**config.mk**
```make
export PLATFORM = sky130hd
export DESIGN_NAME = count_event_logger
export DESIGN_NICKNAME = d
export VERILOG_FILES = /design/src/rtl/count_event_logger.sv
export SDC_FILE = /design/constraint.sdc
export NUM_CORES = 1
export LEC_CHECK = 0
export BUFFER_PORTS_ARGS = -buffer_cell sky130_fd_sc_hd__buf_2
export CAP_MARGIN = 30
export CORE_MARGIN = 10
export CORE_UTILIZATION = 45
export CTS_CLUSTER_SIZE = 8
export DETAILED_ROUTE_END_ITERATION = 16
export GPL_ROUTABILITY_DRIVEN = 0
export PLACE_DENSITY_LB_ADDON = 0.2
export SYNTH_ARGS = -nofsm -noshare
export SYNTH_HDL_FRONTEND = slang
export SYNTH_SLANG_ARGS = --single-unit
```
**constraint.sdc**
```tcl
create_clock -name clock -period 7.86 [get_ports clock]
set_clock_uncertainty 0.05 [all_clocks]
set_input_delay 0.786 -clock clock [delete_from_list [all_inputs] [get_ports clock]]
set_output_delay 0.786 -clock clock [all_outputs]
set_load 0.01 [all_outputs]
```
**src/rtl/count_event_logger.sv**
```systemverilog
// Counter event logger: queues carry/borrow records in a show-ahead FIFO and keeps saturating statistics.
// Optional parity monitoring is compiled in with COUNT_EVENT_LOGGER_PARITY_CHECK_EN.
module count_event_logger #(
  parameter int DEPTH  = 8,
  parameter int STAT_W = 8
) (
  input  logic                     clock,
  input  logic                     reset,
  input  logic [8:0]               count_in,
  input  logic                     carry_in,
  input  logic                     borrow_in,
  input  logic                     parity_in,
  input  logic                     clr,
  output logic                     rec_valid,
  input  logic                     rec_ready,
  output logic [10:0]              rec_data,
  output logic [$clog2(DEPTH):0]   fifo_level,
  output logic [STAT_W-1:0]        carry_cnt,
  output logic [STAT_W-1:0]        borrow_cnt,
  output logic [STAT_W-1:0]        drop_cnt,
  output logic                     overflow,
  output logic                     parity_err
);

  localparam int AW = $clog2(DEPTH);
  localparam int LW = AW + 1;

  logic [10:0]       mem_q [DEPTH];
  logic [AW-1:0]     wrPtr_q, wrPtr_d;
  logic [AW-1:0]     rdPtr_q, rdPtr_d;
  logic [LW-1:0]     level_q, level_d;
  logic [STAT_W-1:0] carryCnt_q, carryCnt_d;
  logic [STAT_W-1:0] borrowCnt_q, borrowCnt_d;
  logic [STAT_W-1:0] dropCnt_q, dropCnt_d;
  logic              overflow_q, overflow_d;

  logic evt, full, empty, push, pop, drop;

  function automatic logic [STAT_W-1:0] satInc(input logic [STAT_W-1:0] v, input logic en);
    return (en && (v != '1)) ? v + 1'b1 : v;
  endfunction

  // A pop frees a slot in the same cycle, so a push into a full FIFO only drops without a pop.
  always_comb begin
    evt   = carry_in | borrow_in;
    full  = (level_q == LW'(DEPTH));
    empty = (level_q == '0);
    pop   = !empty && rec_ready;
    push  = evt && (!full || pop);
    drop  = evt && full && !pop;

    wrPtr_d = push ? wrPtr_q + 1'b1 : wrPtr_q;
    rdPtr_d = pop  ? rdPtr_q + 1'b1 : rdPtr_q;
    level_d = level_q;
    case ({push, pop})
      2'b10:   level_d = level_q + 1'b1;
      2'b01:   level_d = level_q - 1'b1;
      default: level_d = level_q;
    endcase

    carryCnt_d  = clr ? '0 : satInc(carryCnt_q, carry_in);
    borrowCnt_d = clr ? '0 : satInc(borrowCnt_q, borrow_in);
    dropCnt_d   = clr ? '0 : satInc(dropCnt_q, drop);
    overflow_d  = clr ? 1'b0 : (overflow_q | drop);
  end

  always_ff @(posedge clock) begin
    if (reset) begin
      wrPtr_q     <= '0;
      rdPtr_q     <= '0;
      level_q     <= '0;
      carryCnt_q  <= '0;
      borrowCnt_q <= '0;
      dropCnt_q   <= '0;
      overflow_q  <= 1'b0;
    end else begin
      wrPtr_q     <= wrPtr_d;
      rdPtr_q     <= rdPtr_d;
      level_q     <= level_d;
      carryCnt_q  <= carryCnt_d;
      borrowCnt_q <= borrowCnt_d;
      dropCnt_q   <= dropCnt_d;
      overflow_q  <= overflow_d;
    end
  end

  // Storage has no reset; the pointers alone define which entries are live.
  always_ff @(posedge clock) begin
    if (!reset && push) begin
      mem_q[wrPtr_q] <= {borrow_in, carry_in, count_in};
    end
  end

`ifdef COUNT_EVENT_LOGGER_PARITY_CHECK_EN
  logic parityErr_q, parityErr_d;

  always_comb begin
    parityErr_d = clr ? 1'b0 : (parityErr_q | (parity_in != (^count_in)));
  end

  always_ff @(posedge clock) begin
    if (reset) begin
      parityErr_q <= 1'b0;
    end else begin
      parityErr_q <= parityErr_d;
    end
  end

  assign parity_err = parityErr_q;
`else
  logic unusedParity;
  assign unusedParity = parity_in;
  assign parity_err   = 1'b0;
`endif

  assign rec_valid  = !empty;
  assign rec_data   = mem_q[rdPtr_q];
  assign fifo_level = level_q;
  assign carry_cnt  = carryCnt_q;
  assign borrow_cnt = borrowCnt_q;
  assign drop_cnt   = dropCnt_q;
  assign overflow   = overflow_q;

endmodule

```
Word level (Yosys, flattened, before mapping) --
Memory sizes are Yosys's and may differ from the RTL's. A register that Yosys moved wholly into a read port is not among the register bits. Cells that the tools add are included.
Storage, ports and cells: logic and storage cells 44, input port bits 16, memory bits (writable) 88, register bits after elaboration 35, output and inout bits 42, memories 1
Memories:
- mem_q | words 8, bits a word 11, read ports 1, clocked after Yosys merged registers in 1, write ports 1, line 28 | logic [10:0] mem_q [DEPTH];
Operators by class: reduce and logical (&&, ||, !) cells 16, equality and inequality tests 6, bitwise logic cells 2, $add $sub $neg 7, multiplexer cells 5
Operators by type and width (count):
- $add A8 B1 Y8 const B | 3
- $ne A8 B8 Y1 const B | 3
- $logic_and A1 B1 Y1 | 8
- $pmux W4 S2 | 1
- $add A3 B1 Y3 const B | 2
- $mux W3 | 2
- $add A4 B1 Y4 const B | 1
- $eq A4 B4 Y1 const B | 1
- $logic_not A1 Y1 | 4
- $logic_not A4 Y1 | 1
- $sub A4 B1 Y4 const B | 1
- $eq A2 B1 Y1 const B | 1
- $eq A2 B2 Y1 const B | 1
- $mux W1 | 2
- $or A1 B1 Y1 | 2
- $reduce_bool A2 Y1 | 1
- $reduce_or A2 Y1 | 1
- $logic_or A1 B1 Y1 | 1

Longest topological paths before layout --
Gate-level depths: netlist (run 1).
depth after elaboration 8, mapped depth 9, gate-level depth less buffers 7

Worst setup path before layout (run 1) --
No wires, ideal clock.
path type input to register, from in borrow_in, to mem mem_q[0][0] (enable), setup time 412 ps, stages 5, buffers on the path 2, slack 4506 ps, data arrival time 2892 ps, data required time 7398 ps, path through clkbuf_1 -> or2_2 -> clkbuf_1 -> o21ai_1 -> nor4b_1
Between the ends: word-level cells in the longest chain between the ends 5
Ends and longest elaborated chain:
- start, declared | line 11 | input logic borrow_in,
- $or A1 B1 Y1 | line 45 | evt = carry_in | borrow_in;
- $logic_and A1 B1 Y1 | line 49 | push = evt && (!full || pop);
- $logic_and A1 B1 Y1 | line 89 | if (!reset && push) begin
- $mux W1 | line 89
- $mux W1 (implied by the code) | line 90 | mem_q[wrPtr_q] <= {borrow_in, carry_in, count_in};
- end, declared | line 28
No other way between the ends.

==> run_results.csv, run 1 <==
group,metric,value,unit
power,combPwrFrac,15.7,%
global_routing,grt_use_total,12.95,%
routing,drt_iter0_drc,327,
sta,finalSetupViolCount,0,
final_layout,drive_gt1_share,32.08,%
synth,synthFlopType,"edfxtp_1",
power,sequentialPowerShare,43.1,%
synth,ys_warn_count,0,
sta,finalCritPeriodShare,37.52,%
clocking,numCtsBuffers,17,
clocking,clkTransAtPathRegs,0.05,ns
floorplan,rows,39,
setup_path,critical_path_class,"flip-flop to primary output",
setup_path,crit_required,7.02,ns
floorplan,die_w,127.1,um
setup_path,cp.arrival,2.11,ns
worst_hold_path,hold_path.class,"flip-flop to flip-flop",
clocking,cts_tree,"done",
power,ir_worst_vdd,0.0001615,V
synth,ys_seq_area_share,65.92,%
sta,tightestPinTransition,0.9049,ns
sta,fmax,0.3390,GHz
power,p_int,1.340,mW
setup_path,crit_path_end_kind,"primary output",
sta,final_max_slew_viol_count,0,
clocking,ctsResizeCount,0,
place,dp_hpwl,6706,um
power,p_leak,2.162,nW
final_layout,final_area,0.006207,mm2
routing,first_pass_iters,4,
global_routing,grt_max_degree,23,
clocking,post_cts_buffers,0,
synth,synth_nets,368,
clocking,cts-root-buf,"clkbuf_16",
sta,layout_min_cycle_time,2.949,ns
synth,ys_seq_elements,126,
clocking,htree_levels,4,
global_routing,grt_pass1_vias,3198,
routing,detail-route-antenna-nets,0,
power,swShare,24.23,%
global_routing,grt-ovfl-total,0,
floorplan,pin_count,58,
synth,synth-edff-count,88,
floorplan,die_area,0.01616,mm2
synth,synth_area_per_cell,14.92,um2
synth,syn_inst,346,
final_layout,num-nets-final,437,
job,max_cap_violations,0,
sta,hold_viol_final,0,
setup_path,rrSetupSlack,5.23,ns
sta,tns,0,ns
power,p_clk_share,41.1,%
floorplan,initial_core_util,45.60,%
floorplan,core_area,0.01132,mm2
synth,async_reset_ff_share,0,%
global_routing,grt_pass1_wl,16460,um
synth,yosys.cell_types.count,47,
global_routing,antenna_found_initial,0,
setup_path,worstSetupStartpointType,"flip-flop",
routing,drc,0,
power,powerDensity,285.0,mW/mm2
place,dpl_cell_area,0.005653,mm2
run_status,status,"complete, no violations",
routing,totalWireLength,10260,um
floorplan,die_h,127.1,um
synth,syn_area,0.005162,mm2
final_layout,diodes,0,
clocking,clk_path_buf_depth,2,
setup_path,crit_path_max_fanout,22,
clocking,ctsHoldBuffers,0,
routing,routedWlPerCell,18.01,um
routing,route.vias.total,3146,
final_layout,area_growth,20.24,%
clocking,cts_sinks,126,
sta,rsz0062_at_grt,"no",
power,switchingPower,428.7,uW
clocking,clock_latency,0.40,ns
place,portBuffers,55,
sta,relSlewSlack,38.88,%
routing,viasPerCell,5.519,
[metal layers]
layer	routed length, um	global-route usage [%]	share of wire, %
met5	0	0	0
met4	142	5.894	1.4
met3	496	3.846	4.8
met2	4745	19.74	46
met1	4879	16.69	48
[cell usage after synthesis, types with 2 or more instances]
library cell / count / area share (%)
dfxtp_1: 38 / 15
a31oi_1: 5 / 0.61
o41ai_1: 4 / 0.68
nor2b_1: 3 / 0.36
mux2i_1: 2 / 0.39
a21oi_1: 13 / 1.3
clkbuf_1: 11 / 0.80
o311ai_0: 3 / 0.51
ha_1: 6 / 1.5
and4_1: 4 / 0.68
buf_2: 2 / 0.19
a211oi_1: 5 / 0.73
a41o_1: 2 / 0.39
nand2_1: 16 / 1.2
nor2_1: 27 / 2.0
nor3_1: 8 / 0.78
or4_1: 3 / 0.44
nand3_1: 12 / 1.2
nand3b_1: 2 / 0.29
inv_1: 4 / 0.29
or3_1: 2 / 0.24
nand4_1: 5 / 0.61
mux2_2: 14 / 3.1
o31ai_1: 2 / 0.29
nor4_1: 3 / 0.36
edfxtp_1: 88 / 51
xor2_1: 7 / 1.2
o211ai_1: 2 / 0.29
o21ai_0: 9 / 0.87
mux4_2: 22 / 9.6
or2_2: 3 / 0.36
xnor2_1: 4 / 0.68
[cells by family after synthesis]
group                      Yosys count  share of synthesized area (%)
other                                1                        0.07264
adders and majority gates            6                          1.454
and+or+nand+nor                     95                          9.622
DFF                                126                          65.92
AOI/OAI and AO/OA                   50                          6.374
muxes                               38                          13.04
buffers and inverters               19                          1.648
xor gates and xnor gates            11                          1.866
[sequential cells by signal (all words and copies together), names as in the netlist, named ones only]
register,count
mem_q,88
borrow_cnt,8
carry_cnt,8
drop_cnt,8
fifo_level,4
rdPtr_q,3
wrPtr_q,3
overflow,1
[worst max-delay path, stage by stage (launching register included)]
cell and delay (ns):
dfxtp_1 0.30, buf_4 0.38, mux4_2 0.56, mux2_2 0.31
buf_2 0.15
[cell usage in the layout (no fill, tap or decap), types with 6 or more instances in the layout]
master	instances
clkbuf_16	17
mux2_2	14
a21oi_1	13
xor2_1	7
mux4_2	22
nand2_1	16
buf_4	6
buf_2	55
ha_1	6
edfxtp_1	88
nand3_1	12
dfxtp_1	38
nor2_1	27
nor3_1	8
o21ai_0	9
[path summary, 6_finish.rpt]
| kind | depth (start not counted) | end | startpoint |
|---|---|---|---|
| max | 4 | rec_data[9] | flip-flop |
| min reg2reg | 2 | overflow$_SDFF_PP0_ | overflow$_SDFF_PP0_ |
| max reg2reg | 7 | fifo_level[1]$_SDFFE_PP0P_ | fifo_level[0]$_SDFFE_PP0P_ |
| min | 2 | overflow$_SDFF_PP0_ | overflow$_SDFF_PP0_ |
[area by class of cell]
type / instances / area (um2)
Fill cell: 951 / 5114
Sequential cell: 126 / 3403
Multi-Input combinational cell: 201 / 1687
Clock buffer: 18 / 429.2
Timing Repair Buffer: 65 / 369.1
Tap cell: 143 / 178.9
Clock inverter: 13 / 125.1
Inverter: 4 / 15.01
[power by group through the flow]
stage | logic, mW | registers [mW] | clock network, mW
after global placement | 0.275 | 0.780 | 0
after CTS | 0.287 | 0.763 | 0.742
after detailed placement | 0.287 | 0.777 | 0
after floorplan | 0.210 | 0.771 | 0
final | 0.278 | 0.763 | 0.728
after global routing | 0.306 | 0.767 | 0.768
[per-stage QoR]
stage	hold WS, ns	utilization [%]	total power [mW]	setup slack, ns	cells
detailed placement	0.4133	49.93	1.063	5.094	539
global route	0.4733	54.83	1.841	4.794	570
global placement	0.4005	49.50	1.055	4.935	535
finish	0.4194	54.83	1.769	4.911	570
floorplan	0.4041	-	0.9807	4.506	346
CTS	0.4274	54.83	1.793	4.862	570
Power figures use the tool's default switching activity.
==> run 2, diff against run 1 <==
==> constraint.sdc (replaced) <==
create_clock -name clock -period 2.6 [get_ports clock]
set_clock_uncertainty 0.05 [all_clocks]
set_input_delay 0.26 -clock clock [delete_from_list [all_inputs] [get_ports clock]]
set_output_delay 0.26 -clock clock [all_outputs]
set_load 0.01 [all_outputs]
==> run_results.csv, run 2 (synthesis gave the netlist of run 1 again) <==
group,metric,value,unit
run_status,status,"complete, no violations",
setup_path,worstSetupStartpointType,"flip-flop",
final_layout,finish.cell_count_without_fillers,573,
clocking,ctsHoldBuffers,0,
clocking,cts-root-buf,"clkbuf_16",
clocking,numCtsBuffers,17,
final_layout,mostFrequentLayoutCell,"edfxtp_1",
job,max_cap_violations,0,
routing,routedWlPerCell,18.10,um
clocking,post_cts_buffers,0,
final_layout,top_register,"mem_q",
floorplan,initial_core_util,45.60,%
place,dpl_cell_area,0.005662,mm2
global_routing,antenna_found_initial,0,
power,p_leak,2.194,nW
setup_path,crit_path_max_fanout,22,
sta,fin_ws,0.3354,ns
global_routing,grt_max_degree,23,
clocking,cts_sinks,126,
setup_path,crit_path_end_kind,"primary output",
clocking,clock_latency,0.40,ns
power,total_power,5.487,mW
final_layout,area_growth,21.06,%
sta,finalSetupViolCount,0,
global_routing,grt_pass1_wl,16970,um
worst_hold_path,hold_path.class,"primary input to flip-flop",
sta,layout_min_cycle_time,2.265,ns
sta,hold_ws,0.07637,ns
clocking,clkTransAtPathRegs,0.06,ns
routing,drc,0,
routing,route.vias.total,3120,
final_layout,drive_gt1_share,33.02,%
setup_path,cp.arrival,1.95,ns
place,pre_cts_slack,0.3567,ns
clocking,clk_path_buf_depth,2,
sta,finalCritPeriodShare,87.10,%
worst_hold_path,hold_path.startpoint,"count_in[3]",
routing,viasPerCell,5.445,
clocking,cts_tree,"done",
sta,rsz0062_at_grt,"no",
power,powerDensity,878.0,mW/mm2
sta,relSlewSlack,57.57,%
place,portBuffers,55,
clocking,ctsResizeCount,0,
power,ir_worst_vdd,0.0003856,V
global_routing,grt-ovfl-total,0,
floorplan,core_area,0.01132,mm2
final_layout,diodes,0,
sta,tns,0,ns
final_layout,largest_reg_flops,88,
setup_path,crit_required,2.29,ns
final_layout,final_area,0.006250,mm2
sta,hold_viol_final,0,
final_layout,num-nets-final,439,
final_layout,mostFrequentLayoutCells,"edfxtp_1, buf_2, dfxtp_1",
global_routing,grt_pass1_vias,3199,
setup_path,rrSetupSlack,0.39,ns
routing,first_pass_iters,4,
floorplan,pin_count,58,
place,dp_cells,541,
floorplan,die_area,0.01616,mm2
sta,tightestPinTransition,0.6355,ns
routing,detail-route-antenna-nets,0,
setup_path,r2r_end,"fifo_level[1]$_SDFFE_PP0P_",
setup_path,reg2reg_depth,7,
final_layout,fin_util,55.21,%
sta,fmax,0.4416,GHz
clocking,htree_levels,4,
worst_hold_path,min_delay_worst_endpoint,"mem_q[5][3]$_DFFE_PP_",
floorplan,rows,39,
global_routing,grt_use_total,13.40,%
routing,totalWireLength,10370,um
floorplan,die_w,127.1,um
routing,drt_iter0_drc,215,
floorplan,die_h,127.1,um
worst_hold_path,holdPathStages,1,
place,dp_hpwl,6782,um
sta,final_max_slew_viol_count,0,
setup_path,r2r-start,"fifo_level[1]$_SDFFE_PP0P_",
setup_path,critical_path_class,"flip-flop to primary output",
==> run 2: critical path, stage by stage, from the launching register on <==
cell and delay, ns:
dfxtp_1 0.36, buf_12 0.23, mux4_2 0.52, mux2_2 0.30, buf_2 0.15
==> run 2: layout make-up <==
class,instances,area (um2)
Clock buffer,18,429.2
Clock inverter,14,158.9
Fill cell,939,5071
Inverter,4,15.01
Multi-Input combinational cell,201,1687
Sequential cell,126,3403
Tap cell,143,178.9
Timing Repair Buffer,67,377.9
==> run 2: metal layers <==
layer	up-vias	GRT usage, %	share of wire (%)
met5	-	0	0
met4	0	4.019	0.88
met3	11	4.963	5.3
met2	69	21.69	50
met1	1536	16.38	44
li1	1504	-	-
==> run 2: worst max-delay path by stage <==
stage	to	slack [ns]	cells after the start
2_1_floorplan	mem_q[1][0]$_DFFE_PP_	0.19	5
3_3_place_gp	fifo_level[1]$_SDFFE_PP0P_	0.43	8
3_5_place_dp	fifo_level[1]$_SDFFE_PP0P_	0.36	8
4_1_cts	rec_data[0]	0.28	4
5_1_grt	fifo_level[1]$_SDFFE_PP0P_	0.19	7
6_report	rec_data[9]	0.34	4
==> run 2: report_power, final <==
group / internal [mW] / total (mW) / switching [mW]
clock network: 1.43 / 2.30 / 0.873
logic: 0.461 / 0.886 / 0.425
registers: 2.23 / 2.30 / 0.0712
total: 4.12 / 5.49 / 1.37
==> run 3, diff against run 2 <==
--- a/config.mk
+++ b/config.mk
@@ -5,6 +5,7 @@
 export SDC_FILE = /design/constraint.sdc
 export NUM_CORES = 1
 export LEC_CHECK = 0
+export ABC_AREA = 1
 export BUFFER_PORTS_ARGS = -buffer_cell sky130_fd_sc_hd__buf_2
 export CAP_MARGIN = 30
 export CORE_MARGIN = 10
==> run_results.csv, run 3 <==
group,metric,value,unit
run_status,status,"complete, no violations",
power,ir_worst_vdd,0.0005693,V
sta,hold_ws,0.06992,ns
clocking,numCtsBuffers,17,
synth,synth-edff-count,88,
setup_path,crit_path_max_fanout,44,
synth,synth_area_leader_cell,"edfxtp_1",
final_layout,mostFrequentLayoutCells,"nand2_1, nor2_1, edfxtp_1",
setup_path,cp_slowest_cell,"buf_4",
global_routing,grt-ovfl-total,0,
sta,finalCritPeriodShare,85.54,%
routing,detail-route-antenna-nets,0,
synth,async_reset_ff_share,0,%
sta,finalSetupViolCount,0,
routing,drc,0,
worst_hold_path,hold_path.class,"primary input to flip-flop",
synth,ys_seq_elements,126,
floorplan,core_area,0.01196,mm2
sta,fin_ws,0.3760,ns
setup_path,cp_slowest_stage_delay,0.40,ns
final_layout,drive_gt1_share,19.94,%
floorplan,initial_core_util,45.78,%
global_routing,grt_use_total,14.53,%
routing,first_pass_iters,4,
place,portBuffers,55,
clocking,clk_path_buf_depth,2,
synth,synth_area_per_cell,10.16,um2
setup_path,worstSetupStartpointType,"flip-flop",
power,powerDensity,821.7,mW/mm2
routing,viasPerCell,5.183,
sta,tns,0,ns
synth,synth_most_common_cell,"nand2_1",
place,dpl_cell_area,0.005958,mm2
routing,routedWlPerCell,15.11,um
setup_path,crit_path_end_kind,"primary output",
global_routing,grt_pass1_wl,19180,um
job,max_cap_violations,0,
sta,relSlewSlack,62.50,%
clocking,cts_sinks,126,
setup_path,path_cells,"buf_4 > nor2_1 > o32ai_1 > nand2_1 > nand2_1 > buf_2",
sta,tightestPinTransition,0.5618,ns
sta,rsz0062_at_grt,"no",
place,dp_hpwl,7523,um
synth,synth_commonest_cells,"nand2_1, nor2_1, edfxtp_1, dfxtp_1",
final_layout,area_growth,19.15,%
clocking,cts-root-buf,"clkbuf_16",
routing,totalWireLength,11620,um
final_layout,diodes,0,
synth,syn_inst,539,
floorplan,die_area,0.01698,mm2
synth,yosysTopAreaCellShare,48.25,%
synth,synth_top_cells_by_area,"edfxtp_1, dfxtp_1, nand2_1, nor2_1, o32ai_1",
sta,final_max_slew_viol_count,0,
final_layout,finish.cell_count_without_fillers,769,
synth,synth_nets,561,
place,dp_cells,737,
global_routing,grt_pass1_vias,3939,
floorplan,die_h,130.3,um
final_layout,top_register,"mem_q",
power,p_leak,2.543,nW
final_layout,num-nets-final,631,
power,total_power,5.361,mW
final_layout,mostFrequentLayoutCell,"nand2_1",
sta,hold_viol_final,0,
setup_path,cp_common_cell,"nand2_1",
clocking,post_cts_buffers,0,
synth,ys_warn_count,0,
synth,synthFlopType,"edfxtp_1",
sta,layout_min_cycle_time,2.224,ns
place,pre_cts_slack,0.6969,ns
floorplan,pin_count,58,
clocking,ctsHoldBuffers,0,
routing,route.vias.total,3986,
synth,ys_seq_area_share,62.14,%
floorplan,rows,40,
clocking,htree_levels,4,
synth,syn_area,0.005477,mm2
global_routing,antenna_found_initial,0,
setup_path,critical_path_class,"flip-flop to primary output",
clocking,cts_tree,"done",
clocking,clkTransAtPathRegs,0.05,ns
sta,fmax,0.4496,GHz
final_layout,largest_reg_flops,88,
routing,drt_iter0_drc,284,
final_layout,final_area,0.006525,mm2
setup_path,crit_required,2.29,ns
global_routing,grt_max_degree,45,
clocking,clock_latency,0.41,ns
floorplan,die_w,130.3,um
final_layout,fin_util,54.55,%
setup_path,cp.arrival,1.91,ns
synth,yosys.cell_types.count,36,
clocking,ctsResizeCount,0,
## run 3: changes by cell type in the layout (fill, tap and decap cells not counted), moves of 8 or more
cell / change
nor2_1: +69
a21oi_2: +8
nand2_1: +92
o21ai_0: +27
mux2_2: -14
mux4_2: -22
o32ai_1: +22
inv_1: +32
## run 3: final cells by class
class	count	area [um2]
clock inverters	8	115.1
repair buffers	71	407.9
clock buffers	24	451.7
inverters	40	151.4
multi-input cells	353	1812
fillers	1063	5436
flip-flops and latches	126	3403
well taps	147	183.9
## run 3: logic make-up (layout without fill, tap and decap cells)
family / Yosys count / count (layout) / share of synthesized area [%]
xor gates and xnor gates: 12 / 12 / 1.919
DFF: 126 / 126 / 62.14
AOI/OAI and AO/OA: 85 / 85 / 9.870
and+or+nand+nor: 249 / 249 / 19.85
buffers and inverters: 60 / 143 / 4.775
adders and majority gates: 6 / 6 / 1.371
other: 1 / 1 / 0.06847
## run 3: worst paths after layout
path,cells past startpoint,slack (ns),to,start
hold reg to reg,2,0.42,rdPtr_q[2]$_SDFFE_PP0N_,rdPtr_q[2]$_SDFFE_PP0N_
hold / removal,1,0.07,mem_q[0][0]$_DFFE_PP_,count_in[0]
setup / recovery,6,0.38,rec_data[9],flip-flop
setup reg to reg,7,0.76,mem_q[4][8]$_DFFE_PP_,fifo_level[1]$_SDFFE_PP0P_
## run 3: power breakdown
| part | switching (mW) | internal, mW | leakage (nW) |
|---|---|---|---|
| Sequential | 0.0519 | 2.22 | 1.11 |
| Clock | 0.777 | 1.49 | 0.271 |
| Combinational | 0.524 | 0.290 | 1.17 |
## run 3: metal layers
layer / global-route usage, % / vias to the layer above / wire (um)
li1: - / 1986 / -
met1: 17.19 / 1901 / 5262
met3: 5.355 / 16 / 737
met5: 0 / - / 0
met4: 5.291 / 0 / 155
met2: 23.73 / 83 / 5461
## run 3: critical path, delay by kind of cell (launching register included)
kind / cells / cell delay [ns]
buf+inv: 2 / 0.54
compound gates: 1 / 0.30
flops: 1 / 0.34
simple gates: 3 / 0.30
